<file path="src/rtl/ioctl_rom_router.sv">
// Routes hps_io ioctl downloads into per-region ROM strobes and a config register, and sequences core hold.
// Optional ROM_ROUTER_CHECKSUM_EN adds a 16-bit running sum of routed ROM bytes on port checksum.
module ioctl_rom_router #(
  parameter int                            NUM_REGIONS = 4,
  parameter int                            ADDR_W      = 25,
  parameter logic [NUM_REGIONS*ADDR_W-1:0] REGION_BASE = {25'h0C000, 25'h08000, 25'h04000, 25'h0},
  parameter logic [ADDR_W-1:0]             REGION_END  = 25'h10000,
  parameter int                            ROM_INDEX   = 0,
  parameter int                            CFG_INDEX   = 1,
  parameter int                            CFG_BYTES   = 1,
  parameter int                            HOLD_CYCLES = 16
) (
  input  logic                   clk_sys,
  input  logic                   reset_n,
  input  logic                   ioctl_download,
  input  logic [7:0]             ioctl_index,
  input  logic                   ioctl_wr,
  input  logic [ADDR_W-1:0]      ioctl_addr,
  input  logic [7:0]             ioctl_dout,
  output logic [NUM_REGIONS-1:0] rom_wr,
  output logic [ADDR_W-1:0]      rom_addr,
  output logic [7:0]             rom_data,
  output logic [8*CFG_BYTES-1:0] cfg,
  output logic                   cfg_valid,
  output logic                   core_hold,
  output logic                   load_done,
  output logic                   addr_err
`ifdef ROM_ROUTER_CHECKSUM_EN
  ,output logic [15:0]           checksum
`endif
);

  localparam int              CNT_W     = (HOLD_CYCLES > 1) ? $clog2(HOLD_CYCLES) : 1;
  localparam logic [CNT_W-1:0] HOLD_INIT = CNT_W'(HOLD_CYCLES - 1);
  localparam logic [7:0]       ROM_IDX   = 8'(ROM_INDEX);
  localparam logic [7:0]       CFG_IDX   = 8'(CFG_INDEX);
  localparam logic [ADDR_W-1:0] CFG_LAST = ADDR_W'(CFG_BYTES - 1);

  typedef enum logic [1:0] {IDLE, LOAD, HOLD, DONE} state_t;

  state_t                 state_q, state_d;
  logic [CNT_W-1:0]       cnt_q, cnt_d;
  logic [NUM_REGIONS-1:0] rom_wr_q, rom_wr_d;
  logic [ADDR_W-1:0]      rom_addr_q, rom_addr_d;
  logic [7:0]             rom_data_q, rom_data_d;
  logic [8*CFG_BYTES-1:0] cfg_q, cfg_d;
  logic                   cfg_valid_q, cfg_valid_d;
  logic                   addr_err_q, addr_err_d;

  logic [NUM_REGIONS-1:0] region_hot;
  logic [ADDR_W-1:0]      region_base;
  logic                   rom_start, load_start, rom_hit, rom_miss;

  // Last matching window wins, so ascending bases give the highest region at or below the address.
  always_comb begin
    region_hot  = '0;
    region_base = '0;
    for (int i = 0; i < NUM_REGIONS; i++) begin
      if (ioctl_addr >= REGION_BASE[i*ADDR_W +: ADDR_W]) begin
        region_hot    = '0;
        region_hot[i] = 1'b1;
        region_base   = REGION_BASE[i*ADDR_W +: ADDR_W];
      end
    end
    rom_hit  = ioctl_wr && (ioctl_index == ROM_IDX) &&
               (ioctl_addr >= REGION_BASE[0 +: ADDR_W]) && (ioctl_addr < REGION_END);
    rom_miss = ioctl_wr && (ioctl_index == ROM_IDX) && !rom_hit;
  end

  assign rom_start = ioctl_download && (ioctl_index == ROM_IDX);

  always_comb begin
    state_d    = state_q;
    cnt_d      = cnt_q;
    load_start = 1'b0;
    case (state_q)
      IDLE, DONE: begin
        if (rom_start) begin
          state_d    = LOAD;
          load_start = 1'b1;
        end
      end
      LOAD: begin
        if (!ioctl_download) begin
          state_d = HOLD;
          cnt_d   = HOLD_INIT;
        end
      end
      HOLD: begin
        if (rom_start) begin
          state_d    = LOAD;
          load_start = 1'b1;
        end else if (cnt_q == '0) begin
          state_d = DONE;
        end else begin
          cnt_d = cnt_q - 1'b1;
        end
      end
      default: state_d = IDLE;
    endcase
  end

  // A bad address in the same cycle as a new download still flags, so the set beats the clear.
  always_comb begin
    rom_wr_d    = rom_hit ? region_hot : '0;
    rom_addr_d  = rom_hit ? (ioctl_addr - region_base) : rom_addr_q;
    rom_data_d  = rom_hit ? ioctl_dout : rom_data_q;
    addr_err_d  = rom_miss ? 1'b1 : (load_start ? 1'b0 : addr_err_q);
    cfg_d       = cfg_q;
    cfg_valid_d = cfg_valid_q;
    if (ioctl_wr && (ioctl_index == CFG_IDX)) begin
      for (int k = 0; k < CFG_BYTES; k++) begin
        if (ioctl_addr == ADDR_W'(k)) cfg_d[8*k +: 8] = ioctl_dout;
      end
      if (ioctl_addr == CFG_LAST) cfg_valid_d = 1'b1;
    end
  end

  always_ff @(posedge clk_sys or negedge reset_n) begin
    if (!reset_n) begin
      state_q     <= IDLE;
      cnt_q       <= '0;
      rom_wr_q    <= '0;
      rom_addr_q  <= '0;
      rom_data_q  <= '0;
      cfg_q       <= '0;
      cfg_valid_q <= 1'b0;
      addr_err_q  <= 1'b0;
    end else begin
      state_q     <= state_d;
      cnt_q       <= cnt_d;
      rom_wr_q    <= rom_wr_d;
      rom_addr_q  <= rom_addr_d;
      rom_data_q  <= rom_data_d;
      cfg_q       <= cfg_d;
      cfg_valid_q <= cfg_valid_d;
      addr_err_q  <= addr_err_d;
    end
  end

`ifdef ROM_ROUTER_CHECKSUM_EN
  logic [15:0] checksum_q, checksum_d;

  // Frozen once the load is done, unless a new download is starting this cycle.
  always_comb begin
    checksum_d = load_start ? 16'h0 : checksum_q;
    if (rom_hit && !(state_q == DONE && !load_start)) checksum_d = checksum_d + {8'h00, ioctl_dout};
  end

  always_ff @(posedge clk_sys or negedge reset_n) begin
    if (!reset_n) checksum_q <= 16'h0;
    else          checksum_q <= checksum_d;
  end

  assign checksum = checksum_q;
`endif

  assign rom_wr    = rom_wr_q;
  assign rom_addr  = rom_addr_q;
  assign rom_data  = rom_data_q;
  assign cfg       = cfg_q;
  assign cfg_valid = cfg_valid_q;
  assign addr_err  = addr_err_q;
  assign core_hold = (state_q != DONE);
  assign load_done = (state_q == DONE);

endmodule

</file>
<file path="config.mk">
export PLATFORM = sky130hd
export DESIGN_NAME = ioctl_rom_router
export DESIGN_NICKNAME = d
export VERILOG_FILES = /design/src/rtl/ioctl_rom_router.sv
export SDC_FILE = /design/constraint.sdc
export NUM_CORES = 1
export LEC_CHECK = 0
export CORE_MARGIN = 2
export CORE_UTILIZATION = 25
export CTS_CLUSTER_DIAMETER = 120
export DETAILED_ROUTE_END_ITERATION = 8
export GPL_ROUTABILITY_DRIVEN = 0
export GPL_TIMING_DRIVEN = 0
export HOLD_SLACK_MARGIN = 0.05
export PLACE_DENSITY = 0.61
export SLEW_MARGIN = 15
export SYNTH_ARGS = -nofsm -noshare
export SYNTH_HDL_FRONTEND = slang
export SYNTH_SLANG_ARGS = --single-unit
</file>
<file path="constraint.sdc">
create_clock -name clk_sys -period 1.7 [get_ports clk_sys]
set_input_delay 0.255 -clock clk_sys [delete_from_list [all_inputs] [get_ports clk_sys]]
set_output_delay 0.255 -clock clk_sys [all_outputs]
set_load 0.01 [all_outputs]
</file>
---- Word level (Yosys, flattened, before mapping) ----
Index checks and enable logic that the tools add are counted.
storage, ports and cells
  word-level logic and storage cells ...... 64
  output and inout bits ................... 49
  bits in registers ....................... 53
  input bits .............................. 45
cells by class
  add/subtract/negate cells ............... 2
  equality and inequality tests ........... 10
  muxes and demuxes ....................... 21
  $lt $le $gt $ge ......................... 5
  reductions and logical operators ........ 18
operators by type and width
  cell                    count
  $ge A25 B16 Y1 const B  2
  $mux W25                2
  $ge A25 B1 Y1 const B   1
  $ge A25 B15 Y1 const B  1
  $logic_not A25 Y1       1
  $lt A25 B17 Y1 const B  1
  $sub A25 B25 Y25        1
  $mux W4                 6
  $mux W15                1
  $mux W2                 5
  $ne A2 B2 Y1 const B    5
  $eq A8 B1 Y1 const B    1
  $logic_not A8 Y1        1
  $pmux W4 S2             1
  $logic_and A1 B1 Y1     6
  $pmux W2 S3             1
  $mux W1                 5
  $eq A2 B2 Y1 const B    2
  $logic_not A4 Y1        1
  $reduce_and A4 Y1       1
  $reduce_bool A2 Y1      2
  $sub A4 B1 Y4 const B   1
  $ne A3 B3 Y1 const B    1
  $reduce_and A3 Y1       1
  other kinds (6)         6

---- Depth between registers and ports, before layout ----
  word-level depth ........................ 7
  mapped depth ............................ 10
  gate-level depth less buffers ........... 10

---- Worst setup path after synthesis ----
Ideal clock, no wire load.
  kind .................................... in2reg
  start ................................... in ioctl_addr[20]
  end ..................................... reg rom_addr_q[16] (netlist: rom_addr[16])
  buffers on the path ..................... 0
  library setup time ...................... 65 ps
  stages .................................. 10
  slack ................................... -392 ps
  arrival ................................. 2027 ps
  required time ........................... 1635 ps
  cell sequence ........................... nor4_1 > and3_2 > nand2_1 > ha_1 > inv_1 > fa_1 > inv_1 > and4_2 > o211ai_1 > o21a_1
between the ends
  word-level cells in the longest chain between the ends .. 5
  elaborated cells on any way between the ends .. 11
RTL lines
  what                    RTL line  source
  from (decl)             18        input logic [ADDR_W-1:0] ioctl_addr,
  $ge A25 B15 Y1          59        if (ioctl_addr >= REGION_BASE[i*ADDR_W +: ADDR_W]) begin
  $mux W15                59
  $mux W25 (2 in series)  59
  $sub A25 B25 Y25        106       rom_addr_d = rom_hit ? (ioctl_addr - region_base) : rom_addr_q;
  to (signal assigned)    133       rom_addr_q <= rom_addr_d;
  to (decl)               44        logic [ADDR_W-1:0] rom_addr_q, rom_addr_d;
Parallel ways exist; a longest one is shown, timed or not.
A chain may end at the register's enable or synchronous reset.

---- Worst setup path in the final report ----
  start ................................... in ioctl_addr[16]
  end ..................................... reg rom_addr_q[16] (netlist: rom_addr[16])
The elaborated chain is that of the path after synthesis.

==> reports/results.ini <==
[yosys]
synth_edf_count=0
synth.top_cell.area_share=0.555
synthesis.nets=242
ys_ff_latch=53
yosys.cell_types.count=40
postSynth.asyncResetShare=1.00
yosysWarnings=0
syn_area_per_cell_um2=12.7
synth_top_cell_by_area=dfrtp_1
syn-instance-count=189
ys_seq_area_frac=0.555
syn_area_um2=2390
synth_top_flop_cell=dfrtp_1
synthTopCellsByArea=dfrtp_1, mux2_2, ha_1

[global_routing]
grt_pass1_vias=2050
grt_max_degree=54
grt_usage=0.126
grt_pass1_wl_um=10200
grt_antenna_before_repair=0
gr-total-overflow=0

[critical_path]
r2r_slack_ns=0.03
start_kind=input port
rr_startpoint=state_q[0]$_DFFE_PN0P_
cp_num_buf_inv=4
path_max_fanout=5
cpMaxStageDelayCell=clkdlybuf4s15_2
path_delay_family=simple AND/OR/NAND/NOR gates
r2r_cells=6
setup.worst_path.end=rom_addr[16]$_DFFE_PN0P_
slowest_delay_ns=0.24
r2r-end=cnt_q[3]$_DFFE_PN0P_
cp.depth=12
arrival_ns=1.97
required_ns=1.95
path_cells=clkdlybuf4s15_2 > nor2_4 > and3_4 > nand2_4 > ha_4 > inv_2 > fa_2 > inv_2 > and4_4 > o211ai_1 > buf_4 > o21a_1
critPathKind=input port to register
worstSetupEndpointType=register
startpoint=ioctl_addr[16]
crit_top_cell=inv_2

[placed_design]
post-place-cells=411
io_buffer_count=93
hpwlAfterDp_um=4350

[cts]
cts_sinks=53
ctsLongestPathBuffers=2
cts_tree=built
root_buffer=clkbuf_8
numCtsBuffers=5
cts_htree_levels=2
cts.clk_slew.worst_paths_ns=0.10
clock_latency_ns=0.30

[route]
totalWireLength_um=6530
viasPerCell=4.43
post_drt_wl_per_cell_um=14.9
drt_first_iter_violations=27
drc=0
postRouteAntennaNets=0
dr_total_vias=1945
firstDrtPassIters=4

[floorplan]
core_area_um2=9240
ios=94
start_util=0.259
rows=35
dieWidth_um=102
die_h_um=102
die-area_um2=10400

[sta]
finalMaxSlewViolations=0
finalClockSkew_ns=0.00256
maxSlewHeadroom=0.531
worst_slew_pin_slew_ns=0.704
setup_violations=8
period_needed_ns=1.72
layout_setup_ws_ns=-0.0179
hold_violations=0
fin_hold_ws_ns=0.217
timing.fmax_ghz=0.582
rsz0062_at_grt=yes
period_share=1.01

[final_layout]
nFillCells=870
diodes=0
final_cells=439
final_common_cell=clkdlybuf4s50_1
area_delta_synth_final_pct=72.1
layout_common_cells=clkdlybuf4s50_1, dfrtp_1, mux2_4
drive_gt1_frac=0.365
fin_nets=362

[power]
pwr-share-comb=0.263
switching_share=0.285
powerDensity_nw_per_um2=749
p_int_w=0.00220
max-vdd-ir-drop_v=0.000452
p_leak_nw=1.89
pwr-share-seq=0.441
p_sw_w=0.000878
power_w=0.00308
p_clk_frac=0.296

[flow_run]
drv_cap=0

[min_path]
hold_path_class=input port to register

[outcome]
status=finished with violations
violations=negative setup slack

per-stage QoR:
step	instance area (um^2)	util	setup TNS [ns]	setup WS [ns]
after CTS	3960	0.428	-4.88	-0.180
after detailed placement	3520	0.381	-43.14	-0.978
final	4120	0.445	-0.0769	-0.0179
after global placement	3520	0.381	-114.77	-1.37
after global routing	4120	0.445	-0.861	-0.0788
after floorplan	2430	-	-8.78	-0.276
how the worst min path moves through the flow:
stage	start	end	slack, ns	cells after the start
floorplan	reset_n	addr_err$_DFFE_PN0P_	-0.04	0
global placement	cfg_valid$_DFFE_PN0P_	cfg_valid$_DFFE_PN0P_	0.46	1
detailed placement	reset_n	cnt_q[3]$_DFFE_PN0P_	0.36	1
CTS	ioctl_addr[15]	rom_wr[0]$_DFF_PN0_	0.27	2
global route	ioctl_addr[14]	rom_wr[0]$_DFF_PN0_	0.21	2
finish	ioctl_addr[14]	rom_wr[0]$_DFF_PN0_	0.22	2
layer usage:
metal | global-route usage | routed length [um]
met5 | 0 | 0
met4 | 0.0218 | 19
met3 | 0.0380 | 398
met2 | 0.207 | 3090
met1 | 0.167 | 3020
synthesized netlist by cell type, types with 3 or more instances:
master    instances
a21oi_1           3
buf_6             3
dfrtp_1          53
ha_1              7
inv_1            17
mux2_2           29
nand2_1           6
nand2b_1          4
nand3_1           3
nor2_1            6
nor3_1            5
nor4_1            5
o21a_1            7
o21ai_0           8
area by class of cell:
cell class	instances	area, um^2	area share
inverters	17	63.8	0.0155
well taps	129	161	0.0392
flip-flops and latches	53	1330	0.323
clock inverters	2	37.5	0.00912
multi-input cells	115	1250	0.305
repair buffers	115	1150	0.280
clock buffers	6	82.6	0.0201
plain buffers	2	35.0	0.00851
worst register-to-register path, stage by stage, from the launching register on:
cell	delay (ns)
dfrtp_1	0.41
inv_2	0.07
ha_4	0.19
nor4bb_2	0.17
or3_4	0.35
a311oi_1	0.25
o21ai_0	0.11
repair_timing:
item / 4_1_cts / 5_1_grt
setup endpoints to repair: 52 / 48
endpoints found under the hold margin: 53 / 0
setup buffers: 17 / 3
pin swaps: 12 / 15
gates cloned: 1 / 1
resized for setup: 79 / 53
hold buffers: 1 / 0
cells by family (layout without fill, tap and decap cells):
group | Yosys count | count (layout) | share of synthesized area
muxes | 33 | 33 | 0.154
buffers and inverters | 21 | 142 | 0.0440
and+or+nand+nor | 45 | 45 | 0.122
AOI/OAI and AO/OA | 29 | 29 | 0.0801
adders and majority gates | 8 | 8 | 0.0450
DFF | 53 | 53 | 0.555
flip-flops by register name, indices dropped and copies added (netlist names):
register / count
cfg_valid: 1
cfg: 8
cnt_q: 4
rom_addr: 25
rom_wr: 4
rom_data: 8
state_q: 2
addr_err: 1
power by group through the flow:
stage / Combinational (W) / Clock, W / Sequential, W
final: 0.000810 / 0.000912 / 0.00136
after floorplan: 0.000386 / 0 / 0.00137
after detailed placement: 0.000665 / 0 / 0.00137
after global placement: 0.000647 / 0 / 0.00137
after global routing: 0.000911 / 0.00101 / 0.00136
after CTS: 0.000716 / 0.000954 / 0.00135
No activity file was read; power rests on OpenSTA's default activity.
